--- src/rtl/axis_rr_arbiter.sv ---
// Packet-level round-robin arbiter and mux for AXI-Stream.
// NUM_PORTS slave streams share one registered master output stage.
// A grant is held from the first beat of a packet until its tlast handshake.
module axis_rr_arbiter #(
    parameter int unsigned DATA_WIDTH = 16,
    parameter int unsigned NUM_PORTS  = 4
) (
    input  logic                               aclk,
    input  logic                               aresetn,
    input  logic [NUM_PORTS*DATA_WIDTH-1:0]    s_tdata,
    input  logic [NUM_PORTS-1:0]               s_tvalid,
    input  logic [NUM_PORTS-1:0]               s_tlast,
    output logic [NUM_PORTS-1:0]               s_tready,
    output logic [DATA_WIDTH-1:0]              m_tdata,
    output logic                               m_tvalid,
    output logic                               m_tlast,
    input  logic                               m_tready,
    output logic                               grant_valid,
    output logic [$clog2(NUM_PORTS)-1:0]       grant_idx
);

    localparam int unsigned IDX_W = $clog2(NUM_PORTS);

    typedef enum logic {
        ST_IDLE = 1'b0,
        ST_BUSY = 1'b1
    } state_t;

    state_t             state_q;
    state_t             state_d;
    logic [IDX_W-1:0]   grant_q;
    logic [IDX_W-1:0]   grant_d;

    logic [IDX_W-1:0]   winner;
    logic [IDX_W-1:0]   cand;
    logic               winner_found;

    logic [DATA_WIDTH-1:0] sel_data;
    logic               sel_valid;
    logic               sel_last;

    logic               out_free_c;
    logic               load_c;

    // Output register can take a beat when empty or draining this cycle
    assign out_free_c  = !m_tvalid || m_tready;

    assign grant_valid = (state_q == ST_BUSY);
    assign grant_idx   = grant_q;

    // Round-robin scan starting one past the most recent grantee, with wrap
    always_comb begin
        winner       = grant_q;
        winner_found = 1'b0;
        cand         = '0;
        for (int unsigned k = 1; k <= NUM_PORTS; k++) begin
            cand = IDX_W'((32'(grant_q) + k) % NUM_PORTS);
            if (!winner_found && s_tvalid[cand]) begin
                winner       = cand;
                winner_found = 1'b1;
            end
        end
    end

    // Select the granted port's beat
    always_comb begin
        sel_data  = '0;
        sel_valid = 1'b0;
        sel_last  = 1'b0;
        for (int unsigned i = 0; i < NUM_PORTS; i++) begin
            if (grant_q == IDX_W'(i)) begin
                sel_data  = s_tdata[i*DATA_WIDTH +: DATA_WIDTH];
                sel_valid = s_tvalid[i];
                sel_last  = s_tlast[i];
            end
        end
    end

    // Next-state, grant update and per-port ready generation
    always_comb begin
        state_d  = state_q;
        grant_d  = grant_q;
        s_tready = '0;
        load_c   = 1'b0;
        case (state_q)
            ST_IDLE: begin
                if (winner_found) begin
                    state_d = ST_BUSY;
                    grant_d = winner;
                end
            end
            ST_BUSY: begin
                s_tready[grant_q] = out_free_c;
                if (sel_valid && out_free_c) begin
                    load_c = 1'b1;
                    if (sel_last) begin
                        state_d = ST_IDLE;
                    end
                end
            end
            default: begin
                state_d = ST_IDLE;
            end
        endcase
    end

    // State and grant registers; port 0 gets first priority out of reset
    always_ff @(posedge aclk or negedge aresetn) begin
        if (!aresetn) begin
            state_q <= ST_IDLE;
            grant_q <= IDX_W'(NUM_PORTS - 1);
        end else begin
            state_q <= state_d;
            grant_q <= grant_d;
        end
    end

    // Output stage: load on input handshake, clear on drain, hold while stalled
    always_ff @(posedge aclk or negedge aresetn) begin
        if (!aresetn) begin
            m_tdata  <= '0;
            m_tlast  <= 1'b0;
            m_tvalid <= 1'b0;
        end else if (load_c) begin
            m_tdata  <= sel_data;
            m_tlast  <= sel_last;
            m_tvalid <= 1'b1;
        end else if (m_tready) begin
            m_tvalid <= 1'b0;
        end
    end

endmodule
--- config.mk ---
export PLATFORM = sky130hd
export DESIGN_NAME = axis_rr_arbiter
export DESIGN_NICKNAME = d
export VERILOG_FILES = /design/src/rtl/axis_rr_arbiter.sv
export SDC_FILE = /design/constraint.sdc
export NUM_CORES = 1
export LEC_CHECK = 0
export CAP_MARGIN = 15
export CORE_MARGIN = 5
export CORE_UTILIZATION = 35
export CTS_BUF_LIST = sky130_fd_sc_hd__clkbuf_2
export CTS_CLUSTER_SIZE = 24
export DETAILED_ROUTE_END_ITERATION = 8
export PLACE_DENSITY = 0.82
export SETUP_SLACK_MARGIN = 0.5
export SYNTH_ARGS = -nofsm -noshare
export SYNTH_HDL_FRONTEND = slang
export SYNTH_SLANG_ARGS = --single-unit
--- constraint.sdc ---
create_clock -name aclk -period 2.8 [get_ports aclk]
set_input_delay 0.28 -clock aclk [delete_from_list [all_inputs] [get_ports aclk]]
set_output_delay 0.28 -clock aclk [all_outputs]
set_load 0.005 [all_outputs]
==> results of run 1 <==
==> layout by cell type (no fill, tap or decap), types with 2 or more instances in the layout <==
master and instances:
clkdlybuf4s50_1 98, a21oi_1 38, nand2_1 20, inv_1 19
dfrtp_1 19, o21ai_0 18, a22o_1 17, buf_4 12
mux2_4 9, mux2_2 8, and3_1 4, mux4_2 4
clkbuf_2 4, ha_4 3, and2_1 2, nor2_1 2
o221ai_1 2, clkbuf_16 2, dfstp_2 2, buf_12 2
==> worst max path at each step <==
stage             endpoint  slack (ns)  cells past startpoint    startpoint
2_1_floorplan  m_tdata[10]        0.51                      9  grant_idx[0]
3_3_place_gp    m_tdata[4]        0.45                      6  grant_idx[0]
3_5_place_dp    m_tdata[3]        0.38                      6  grant_idx[0]
4_1_cts        s_tready[2]        0.48                      4  grant_idx[1]
5_1_grt        s_tready[1]        0.40                      5  grant_idx[0]
6_report        m_tdata[5]        0.48                      7  grant_idx[1]
==> state kept, by name, indices dropped and copies added, names as in the netlist <==
register and count:
grant_idx 2, grant_valid 1, m_tdata 16, m_tlast 1, m_tvalid 1
==> layer usage <==
metal  GRT usage (%)  wire length (um)  up-vias
li1                -                 -      929
met1            21.1              2470      908
met2            30.3              3060       73
met3            4.77               489        6
met4            3.55                54        0
met5               0                 0        -
==> repair_timing <==
action | CTS | global route
endpoints found under the setup margin | 16 | 16
pin swaps | 0 | 2
gates cloned | 0 | 2
endpoints found under the hold margin | 0 | 0
gates resized for setup | 12 | 7
setup buffers | 4 | 2
==> metrics by stage <==
stage               utilization (%)  std cells  hold slack (ns)  total power (W)  cell area (sq um)
floorplan                         -        203          -0.0156          0.00206               1780
global placement               56.1        361            0.491          0.00272               2810
detailed placement             56.1        361            0.500          0.00278               2810
CTS                            58.1        369            0.482          0.00304               2910
global route                   59.9        373            0.519          0.00348               3000
finish                         59.9        373            0.451          0.00322               3000
==> final cells by class <==
| type | count | area (sq um) |
|---|---|---|
| Clock buffer | 4 | 20.0 |
| Fill cell | 466 | 2010 |
| Inverter | 21 | 81.3 |
| Multi-Input combinational cell | 141 | 1100 |
| Sequential cell | 21 | 528 |
| Tap cell | 70 | 87.6 |
| Timing Repair Buffer | 116 | 1180 |
==> report_power, final <==
group | total, W | internal (W) | switching, W
logic | 0.00251 | 0.00145 | 0.00106
registers | 0.000583 | 0.000468 | 0.000115
clock network | 0.000128 | 0.0000378 | 0.0000901
==> cell families (layout without fill, tap and decap cells) <==
family,after synthesis,after routing,synth area share (%)
buffers and inverters,41,141,11.0
AOI/OAI and AO/OA,82,82,28.4
and+or+nand+nor,33,33,9.90
adders and majority gates,4,4,2.81
DFF,21,21,29.6
muxes,22,22,18.3
==> critical path, delay by kind of cell, from the launching register on <==
kind / cells / cell delay, ns
fa+ha+maj: 1 / 0.20
buf+inv: 2 / 0.27
flops: 1 / 0.68
mux: 1 / 0.34
compound gates: 2 / 0.58
simple gates: 1 / 0.16
==> flow_metrics.py, run 1 <==
metrics = {
    "detailed_routing": {
        "wl_per_cell_um": 16.3,
        "drt_iter0_drc": 59,
        "routed_wl_mm": 6.08,
        "dr.pass1.iters": 4,
        "drtAntennaViolNets": 0,
        "routed_via_density": 5.14,
        "vias": 1916,
        "drc": 0,
    },
    "clock_network": {
        "cts_hold_buffers": 0,
        "numCtsBuffers": 3,
        "htree_levels": 1,
        "tritoncts": "done",
        "clock_path_buffers": 2,
        "cts_sinks": 21,
        "clockRootBuffer": "clkbuf_2",
        "clk_latency_ns": 0.31,
        "clk_pin_slew_worst_paths_ns": 0.20,
    },
    "sta": {
        "rsz0062_at_grt": "yes",
        "max_freq_ghz": 0.431,
        "max_slew_margin_pct": 38.6,
        "finalHoldViolations": 0,
        "setup_tns_ns": 0,
        "fin_crit_ns": 2.32,
        "finClkSkew_ns": 0.00439,
        "setup_violations": 0,
        "maxSlewViolCount": 0,
        "layout_setup_ws_ns": 0.478,
        "worst_pin_slew_ns": 0.918,
        "fin_crit_sh_pct": 82.9,
    },
    "synthesis": {
        "synth_ff_type": "dfrtp_1",
        "yosysSeqAreaShare_pct": 29.6,
        "yosysWarnings": 0,
        "synth_top_area_share_pct": 26.7,
        "synth_edf_count": 0,
        "synth.most_common_cell": "a21oi_1",
        "syn-cell-area_sq_mm": 0.00178,
        "synth_cell_type_count": 34,
        "synth_commonest_cells": "a21oi_1 (38), inv_1 (21), nand2_1 (20)",
        "synth_area_leaders": "dfrtp_1 (27%), a21oi_1 (11%), a22o_1 (8.4%)",
        "syn_nets": 282,
        "ys_seq_elements": 21,
        "syn_inst": 203,
        "yosys.area.top_type": "dfrtp_1",
        "async_flop_share_pct": 100,
        "synth.avg_cell_area_sq_um": 8.78,
    },
    "global_routing": {
        "grt_antenna_before_repair": 0,
        "grt_pass1_wl_mm": 8.98,
        "overflow": 0,
        "grt_util_all_layers_pct": 17.3,
        "grt_max_degree": 36,
        "grt_pass1_vias": 1899,
    },
    "final_layout": {
        "nNetsFinal": 383,
        "syn2layout_area_growth_pct": 68.5,
        "diodes": 0,
        "drive_above_1_share_pct": 18.2,
    },
    "flow_run": {
        "maxCapViolations": 0,
    },
    "worst_setup_path": {
        "reg2reg_from": "grant_idx[1]",
        "reg2reg_to": "m_tdata[5]",
        "crit_path_top_delay_cell": "dfstp_2",
        "rr_worst_depth": 7,
        "arrival_ns": 2.54,
        "crit_required_ns": 3.02,
        "r2r_setup_slack_ns": 0.48,
        "cp_cell_sequence": "inv_4 > ha_2 > nand3b_4 > a221oi_2 > o21a_2 > buf_4 > mux2_2",
        "start_kind": "flop",
        "endpoint_kind": "flop",
        "slowest_delay_ns": 0.68,
        "setup.worst_path.class": "flop to flop",
        "crit_path_max_fanout": 8,
    },
    "floorplanning": {
        "initial_core_util_pct": 35.6,
        "fp.coreArea_sq_mm": 0.00501,
        "chipHeight_um": 81.4,
        "die-area_sq_mm": 0.00662,
        "die_w_um": 81.4,
        "ios": 100,
        "rows": 26,
    },
    "placed_design": {
        "pre_cts_slack_ns": 0.384,
        "dp_hpwl_mm": 4.40,
        "numPortBuffers": 99,
        "place_congestion": 0.771,
    },
    "pwr": {
        "pwr_density_cell_mw_per_mm2": 1070,
        "vdd_drop_max_mv": 0.431,
        "p_leak_nw": 1.31,
    },
    "outcome": {
        "status": "completed",
    },
    "min_path": {
        "worstHoldPathType": "input pin to asynchronous set/reset pin",
    },
}
No activity file was read; power rests on OpenSTA's default activity.
==> inputs of run 2 (changes only) <==
==> constraint.sdc (replaced) <==
create_clock -name aclk -period 2.3 [get_ports aclk]
set_input_delay 0.23 -clock aclk [delete_from_list [all_inputs] [get_ports aclk]]
set_output_delay 0.23 -clock aclk [all_outputs]
set_load 0.005 [all_outputs]
==> flow_metrics.py, run 2 (same netlist as run 1, synthesis figures left out) <==
metrics = {
    "outcome": {
        "status": "completed",
    },
    "detailed_routing": {
        "wl_met2_mm": 3.17,
        "routed_via_density": 5.16,
        "drc": 0,
        "drt_iter0_drc": 62,
        "dr.pass1.iters": 4,
        "highest_layer": "met4",
        "wl_met1_mm": 2.59,
        "met3_length_um": 493,
        "wl_per_cell_um": 16.5,
        "drtAntennaViolNets": 0,
        "routed_wl_mm": 6.50,
        "vias": 2032,
    },
    "sta": {
        "rsz0062_at_grt": "yes",
        "setup_violations": 0,
        "worst_pin_slew_ns": 0.382,
        "max_freq_ghz": 0.482,
        "max_slew_margin_pct": 74.4,
        "hold_slack_ns": 0.180,
        "fin_crit_ns": 2.08,
        "setup_tns_ns": 0,
        "maxSlewViolCount": 0,
        "finClkSkew_ns": 0.00789,
        "finalHoldViolations": 0,
        "layout_setup_ws_ns": 0.225,
        "fin_crit_sh_pct": 90.2,
    },
    "worst_setup_path": {
        "crit_path_max_fanout": 5,
        "start_kind": "flop",
        "rr_worst_depth": 7,
        "arrival_ns": 2.34,
        "endpoint_kind": "flop",
        "slowest_delay_ns": 0.62,
        "crit_path_top_delay_cell": "dfstp_2",
        "setup.worst_path.class": "flop to flop",
        "cp_cell_sequence": "inv_4 > ha_4 > nand3b_4 > a221oi_4 > o21a_4 > clkbuf_16 > mux2_4",
        "crit_required_ns": 2.56,
    },
    "floorplanning": {
        "initial_core_util_pct": 35.6,
        "ios": 100,
        "die-area_sq_mm": 0.00662,
        "chipHeight_um": 81.4,
        "die_w_um": 81.4,
        "fp.coreArea_sq_mm": 0.00501,
        "rows": 26,
    },
    "clock_network": {
        "clk_latency_ns": 0.34,
        "numCtsBuffers": 3,
        "clock_path_buffers": 2,
        "cts_hold_buffers": 0,
        "clk_pin_slew_worst_paths_ns": 0.23,
        "cts_sinks": 21,
        "htree_levels": 1,
        "clockRootBuffer": "clkbuf_2",
        "tritoncts": "done",
    },
    "pwr": {
        "seqPwrFrac_pct": 15.1,
        "p_int_w": 0.00285,
        "swShare_pct": 38.0,
        "p_comb_share_pct": 81.0,
        "clkPwrFrac_pct": 3.9,
        "p_leak_nw": 1.46,
        "pwr_density_cell_mw_per_mm2": 1400,
        "p_sw_w": 0.00175,
        "vdd_drop_max_mv": 0.599,
    },
    "final_layout": {
        "regMostFlops": "m_tdata",
        "largest_reg_flops": 16,
        "final_util_pct": 65.4,
        "drive_above_1_share_pct": 25.9,
        "syn2layout_area_growth_pct": 84.0,
        "nNetsFinal": 404,
        "n_fill_cell": 413,
        "mostFrequentLayoutCells": "clkdlybuf4s50_1 (93), a21oi_1 (37), buf_4 (26)",
        "layout_commonest_cell": "clkdlybuf4s50_1",
        "diodes": 0,
        "finalNonFillerCells": 394,
    },
    "flow_run": {
        "maxCapViolations": 0,
    },
    "global_routing": {
        "grt_max_degree": 24,
        "overflow": 0,
        "grt_util_all_layers_pct": 17.9,
        "grt_pass1_vias": 1953,
        "grt_antenna_before_repair": 0,
        "grt_pass1_wl_mm": 9.21,
    },
    "placed_design": {
        "pre_cts_slack_ns": 0.172,
        "place_congestion": 0.815,
        "dp_hpwl_mm": 4.43,
        "placed_cells": 363,
        "numPortBuffers": 99,
    },
    "min_path": {
        "worstHoldPathType": "input pin to asynchronous set/reset pin",
    },
}
## run 2: changes by cell type in the layout (fill, tap and decap cells not counted), sizes merged
cell and change:
buf +22, clkbuf +2, clkdlybuf4s50 -5, dlygate4sd2 +2
## run 2: repair_timing
item / in CTS / in global routing
pin swaps: 4 / 6
endpoints found under the setup margin: 25 / 26
gates cloned: 0 / 4
hold endpoints to repair: 0 / 0
resized for setup: 25 / 22
buffers inserted: 14 / 9
## run 2: worst max-delay path, delay by kind of cell, from the launching register on
kind,cells,cell delay [ns]
AO/OA/AOI/OAI,2,0.51
adder cells (fa/ha/maj),1,0.17
buffers and inverters,2,0.22
flip-flops,1,0.62
multiplexers,1,0.29
AND/OR/NAND/NOR,1,0.16
## run 2: routing by layer
layer / track usage, % / vias to the layer above
met5: 0 / -
met1: 20.5 / 939
met4: 8.78 / 0
li1: - / 964
met2: 31.0 / 106
met3: 4.10 / 23
## run 2: area by class of cell
| type | instances | area (sq um) | area share (%) |
|---|---|---|---|
| Inverter | 21 | 83.8 | 2.56 |
| Tap cell | 70 | 87.6 | 2.67 |
| Sequential cell | 21 | 529 | 16.1 |
| Timing Repair Buffer | 137 | 1380 | 41.9 |
| Clock buffer | 4 | 20.0 | 0.611 |
| Multi-Input combinational cell | 141 | 1180 | 36.1 |
## run 2: power by group through the flow
stage,Clock [W],Sequential (W),Combinational (W)
2_1_floorplan,0,0.000702,0.00190
5_1_grt,0.000195,0.000719,0.00399
6_report,0.000177,0.000696,0.00373
4_1_cts,0.000177,0.000685,0.00307
3_5_place_dp,0,0.000710,0.00274
3_3_place_gp,0,0.000704,0.00268
## run 2: final timing paths
kind | slack, ns | from | endpoint
min in group aclk | 0.54 | m_tdata[8] | m_tdata[8]
min reg2reg | 0.54 | m_tdata[8] | m_tdata[8]
min | 0.18 | aresetn | m_tdata[6]
max reg2reg | 0.22 | grant_idx[1] | m_tdata[12]
max | 0.22 | grant_idx[1] | m_tdata[12]
max in group asynchronous | 1.85 | aresetn | grant_idx[1]
## run 2: stage by stage
step           power, W  area [sq um]
6_report        0.00460          3280
2_1_floorplan   0.00260          1830
4_1_cts         0.00393          3050
3_5_place_dp    0.00345          2860
3_3_place_gp    0.00338          2860
5_1_grt         0.00490          3280
==> variant 1: new RTL, settings of run 1 <==
`DATA_WIDTH`: 16 -> 24.
--- a/src/rtl/axis_rr_arbiter.sv
+++ b/src/rtl/axis_rr_arbiter.sv
@@ -2,7 +2,7 @@
 // NUM_PORTS slave streams share one registered master output stage.
 // A grant is held from the first beat of a packet until its tlast handshake.
 module axis_rr_arbiter #(
-    parameter int unsigned DATA_WIDTH = 16,
+    parameter int unsigned DATA_WIDTH = 24,
     parameter int unsigned NUM_PORTS  = 4
 ) (
     input  logic                               aclk,
Interface: changed (resized m_tdata and s_tdata); port bits go from 100 to 140. The function was not compared with the original's and may differ.
==> variant 1 against run 1 <==
- wire length grew 36%
- design area rose by 34%
- synthesized area up 33%
- sequential share of layout area up 0.55 points
- critical path depth decreased by 3
- sequential cell count rose by 8
- worst setup slack better by 0.14 ns
- total power rose by 14%
- critical path type is now flip-flop to output port
- highest routed layer unchanged
==> variant 1: results (changes against run 1) <==
Place
The cell area reported after detailed placement is 3790 um2 (was 2810 um2). The number of input and output port buffers inserted is 139 (was 99). The detailed placement HPWL is 6180 um (was 4400 um).

Synth
The net count after synthesis is 384 (was 282). Biggest area contributors in the synthesized netlist: sky130_fd_sc_hd__dfrtp_1 (28%), sky130_fd_sc_hd__mux2_4 (12%), sky130_fd_sc_hd__a21oi_1 (11%) (was sky130_fd_sc_hd__dfrtp_1 (27%), sky130_fd_sc_hd__a21oi_1 (11%), sky130_fd_sc_hd__a22o_1 (8.4%)).

Layout
The number of fillers in the final layout is 606 (was 466). The post-route non-filler standard cell count is 492 (was 373). The proportion of layout cells with a drive suffix above 1 is 16.3% (was 18.2%). The final standard cell utilization of the core is 60.1% (was 59.9%).

Global route
The met1 usage is 23.0% (was 21.1%). The met3 track demand over resource came to 3.66% (was 4.77%). The met2 layer usage reported by global route is 32.9% (was 30.3%). The maximum number of pins on one net before global-route repair is 30 (was 36).

Worst setup path
The top cell family by delay on the critical path is buffers and inverters (was flip-flops). The launching element of the worst setup path was grant_idx[0] (was grant_idx[1]). The delay of the slowest cell on the worst path was 0.60 ns (was 0.68 ns). The top fanout value on the critical path is 5 (was 8). The data arrival time of the critical path is 1.90 ns (was 2.54 ns).

Power
The maximum resistive drop on vdd is 0.000448 V (was 0.000431 V). The power consumed by combinational cells is 2.70 mW (was 2.51 mW).

Clocking
The clock transition at the registers of the reported paths is 0.16 ns (was 0.20 ns). The number of buffers inserted during clock tree synthesis was 5 (was 3). The source-to-sink clock delay at the later pin of the worst-skew pair came to 0.35 ns (was 0.31 ns).

Timing
The final setup skew is 0.0180 ns (was 0.00439 ns). The tightest hold margin is 0.292 ns (was 0.451 ns).

Drt
The total wirelength of the detailed-routed design is 8260 um (was 6080 um). The via-per-instance ratio came to 5.26 (was 5.14). The routed length on met3 is 465 um (was 489 um).

Status
Result of the run: finished, final reports clean (unchanged).
variant 1: cell types whose count changed in the layout (fill, tap and decap cells not counted), moves of 3 or more:
cell / delta
sky130_fd_sc_hd__a21oi_1: +15
sky130_fd_sc_hd__a22o_1: +8
sky130_fd_sc_hd__buf_4: +3
sky130_fd_sc_hd__clkdlybuf4s50_1: +39
sky130_fd_sc_hd__dfrtp_1: +8
sky130_fd_sc_hd__inv_1: +8
sky130_fd_sc_hd__mux2_4: +10
sky130_fd_sc_hd__nand2_1: +9
sky130_fd_sc_hd__o21ai_0: +8
variant 1: cells by family (layout without fill, tap and decap cells):
group | Yosys count | after routing | synth area share (%)
AOI/OAI and AO/OA | 110 | 110 | 28.2
adders and majority gates | 4 | 4 | 2.11
buffers and inverters | 55 | 194 | 11.1
DFF | 29 | 29 | 30.7
muxes | 32 | 32 | 19.0
and+or+nand+nor | 43 | 43 | 8.90
variant 1: worst max path at each step:
stage,end,slack (ns),cells past startpoint
5_1_grt,s_tready[3],0.51,4
4_1_cts,s_tready[2],0.48,4
6_report,s_tready[3],0.62,4
2_1_floorplan,m_tdata[0],0.62,10
3_3_place_gp,m_tdata[3],0.47,7
3_5_place_dp,m_tdata[18],0.39,7
variant 1: area by class of cell:
cell class                      instances  share of cell area (%)
Inverter                               29                    2.77
Multi-Input combinational cell        189                    35.7
Clock inverter                          1                  0.0935
Tap cell                               80                    2.49
Clock buffer                            6                   0.748
Sequential cell                        29                    18.1
Timing Repair Buffer                  158                    40.0
variant 1: repair_timing:
action | in CTS | in global routing
setup endpoints to repair | 30 | 4
gates resized for setup | 7 | 9
hold endpoints to repair | 0 | 0
buffers inserted | 4 | 3
gates cloned | 1 | 1
pin swaps | 0 | 1
==> variant 2: new RTL, settings of run 1 <==
Without the edit above. Make the reset (`aresetn`) synchronous in 2 clocked blocks.
--- a/src/rtl/axis_rr_arbiter.sv
+++ b/src/rtl/axis_rr_arbiter.sv
@@ -105,7 +105,7 @@
     end
 
     // State and grant registers; port 0 gets first priority out of reset
-    always_ff @(posedge aclk or negedge aresetn) begin
+    always_ff @(posedge aclk) begin
         if (!aresetn) begin
             state_q <= ST_IDLE;
             grant_q <= IDX_W'(NUM_PORTS - 1);
@@ -116,7 +116,7 @@
     end
 
     // Output stage: load on input handshake, clear on drain, hold while stalled
-    always_ff @(posedge aclk or negedge aresetn) begin
+    always_ff @(posedge aclk) begin
         if (!aresetn) begin
             m_tdata  <= '0;
             m_tlast  <= 1'b0;
Behaviour: differs if aresetn is asserted again (counterexample within 4 cycles, from zero or initial values and one cycle with aresetn low); with aresetn held inactive, the same outputs for 10 cycles.
==> variant 2 against run 1 <==
- combinational power shrank 32%
- critical path depth decreased by 2
- critical endpoint is now s_tready[0]
- total power decreased by 27%
- synthesized cell count up 0.49%
- synthesized area rose by 0.21%
- final cell count fell by 1.1%
- clock skew rose by 0.0078 ns
- highest routed layer unchanged
- worst setup slack better by 0.033 ns
- core utilization is 1.2 points lower
- design area is 1.3% lower
- clock power up 10%
- critical path type is now flip-flop to output port
- wire length hardly changed
- sequential cell count stayed put
==> variant 2: results (changes against run 1) <==
Worst setup path
The top cell family by delay on the critical path is buffers and inverters (was flip-flops). The delay of the slowest cell on the worst path is 0.51 ns (was 0.68 ns).

Synth
Biggest area contributors in the synthesized netlist: sky130_fd_sc_hd__dfxtp_1 (24%), sky130_fd_sc_hd__nor2b_1 (12%), sky130_fd_sc_hd__a211oi_2 (11%) (was sky130_fd_sc_hd__dfrtp_1 (27%), sky130_fd_sc_hd__a21oi_1 (11%), sky130_fd_sc_hd__a22o_1 (8.4%)). The fraction of registers with async set/reset is 0% (was 100%). Ranking of synthesized cells by instance count: sky130_fd_sc_hd__nor2b_1 (33), sky130_fd_sc_hd__nor3_1 (23), sky130_fd_sc_hd__dfxtp_1 (21) (was sky130_fd_sc_hd__a21oi_1 (38), sky130_fd_sc_hd__inv_1 (21), sky130_fd_sc_hd__nand2_1 (20)).

The area share of fa/ha/maj cells after synthesis was 2.80% (was 2.81%). The number of cells produced by synthesis is 204 (was 203). The count of cell types in the netlist is 35 (was 34). The dominant cell type by area after synthesis was sky130_fd_sc_hd__dfxtp_1 (was sky130_fd_sc_hd__dfrtp_1). The mux share of post-synthesis cell area is 5.47% (was 18.3%). The xor-xnor portion of the synthesized cell area came to 0.491% (was 0%). The sequential share of the synthesized area is 23.5% (was 29.6%).

Layout
The number of logic inverters in the finished layout came to 6 (was 21). The fraction of area in registers is 14.4% (was 17.6%). The count of buffers not belonging to the clock network in the layout is 109 (was 116).

The post-route non-filler standard cell count came to 369 (was 373). The number of nets in the layout is 379 (was 383). The fraction of area in non-clock buffers came to 37.2% (was 39.5%). The number of fillers in the final layout is 438 (was 466).

Floorplan
The floorplan core area is 5040 um2 (was 5010 um2).

Global route
The global-route usage over all layers is 17.9% (was 17.3%). The wire length of the first global-routing pass is 9190 um (was 8980 um). The met3 track demand over resource is 3.40% (was 4.77%).

Power
The leakage power of the design is 1.03 nW (was 1.31 nW). The power of the sequential group is 0.497 mW (was 0.583 mW). The internal power contribution is 1.32 mW (was 1.96 mW).

Drt
The wire length the detailed router placed on met1 was 2480 um (was 2470 um). The violation count after the first detailed-route iteration came to 91 (was 59). The via-per-instance ratio is 5.16 (was 5.14). The sum of met2 wire segment lengths after detailed routing is 3180 um (was 3060 um).

Timing
The normalized max-slew margin is 52.8% (was 38.6%).

Place
The cell area reported after detailed placement is 2800 um2 (was 2810 um2). The number of cells after detailed placement is 360 (was 361). The weighted congestion reported at the end of routability-driven placement is 0.848 (was 0.771). The worst slack at placement is 0.299 ns (was 0.384 ns).

Clocking
The source-to-sink clock delay at the later pin of the worst-skew pair came to 0.35 ns (was 0.31 ns).

Status
Result of the run: finished, final reports clean (unchanged).
-- variant 2: changes by cell type in the layout (fill, tap and decap cells not counted), moves of 17 or more --
cell,before,now
sky130_fd_sc_hd__a22o_1,17,0
sky130_fd_sc_hd__dfrtp_1,19,0
sky130_fd_sc_hd__nor3_1,0,23
sky130_fd_sc_hd__a21oi_1,38,5
sky130_fd_sc_hd__nor2b_1,1,33
sky130_fd_sc_hd__inv_1,19,1
sky130_fd_sc_hd__dfxtp_1,0,19
sky130_fd_sc_hd__o21ai_0,18,1
-- variant 2: final timing paths --
path              slack [ns]      endpoint         start
hold / removal          0.52  grant_idx[0]       aresetn
setup reg to reg        0.67       m_tlast  grant_idx[0]
hold reg to reg         0.53   m_tdata[14]   m_tdata[14]
setup / recovery        0.51   s_tready[0]  grant_idx[1]
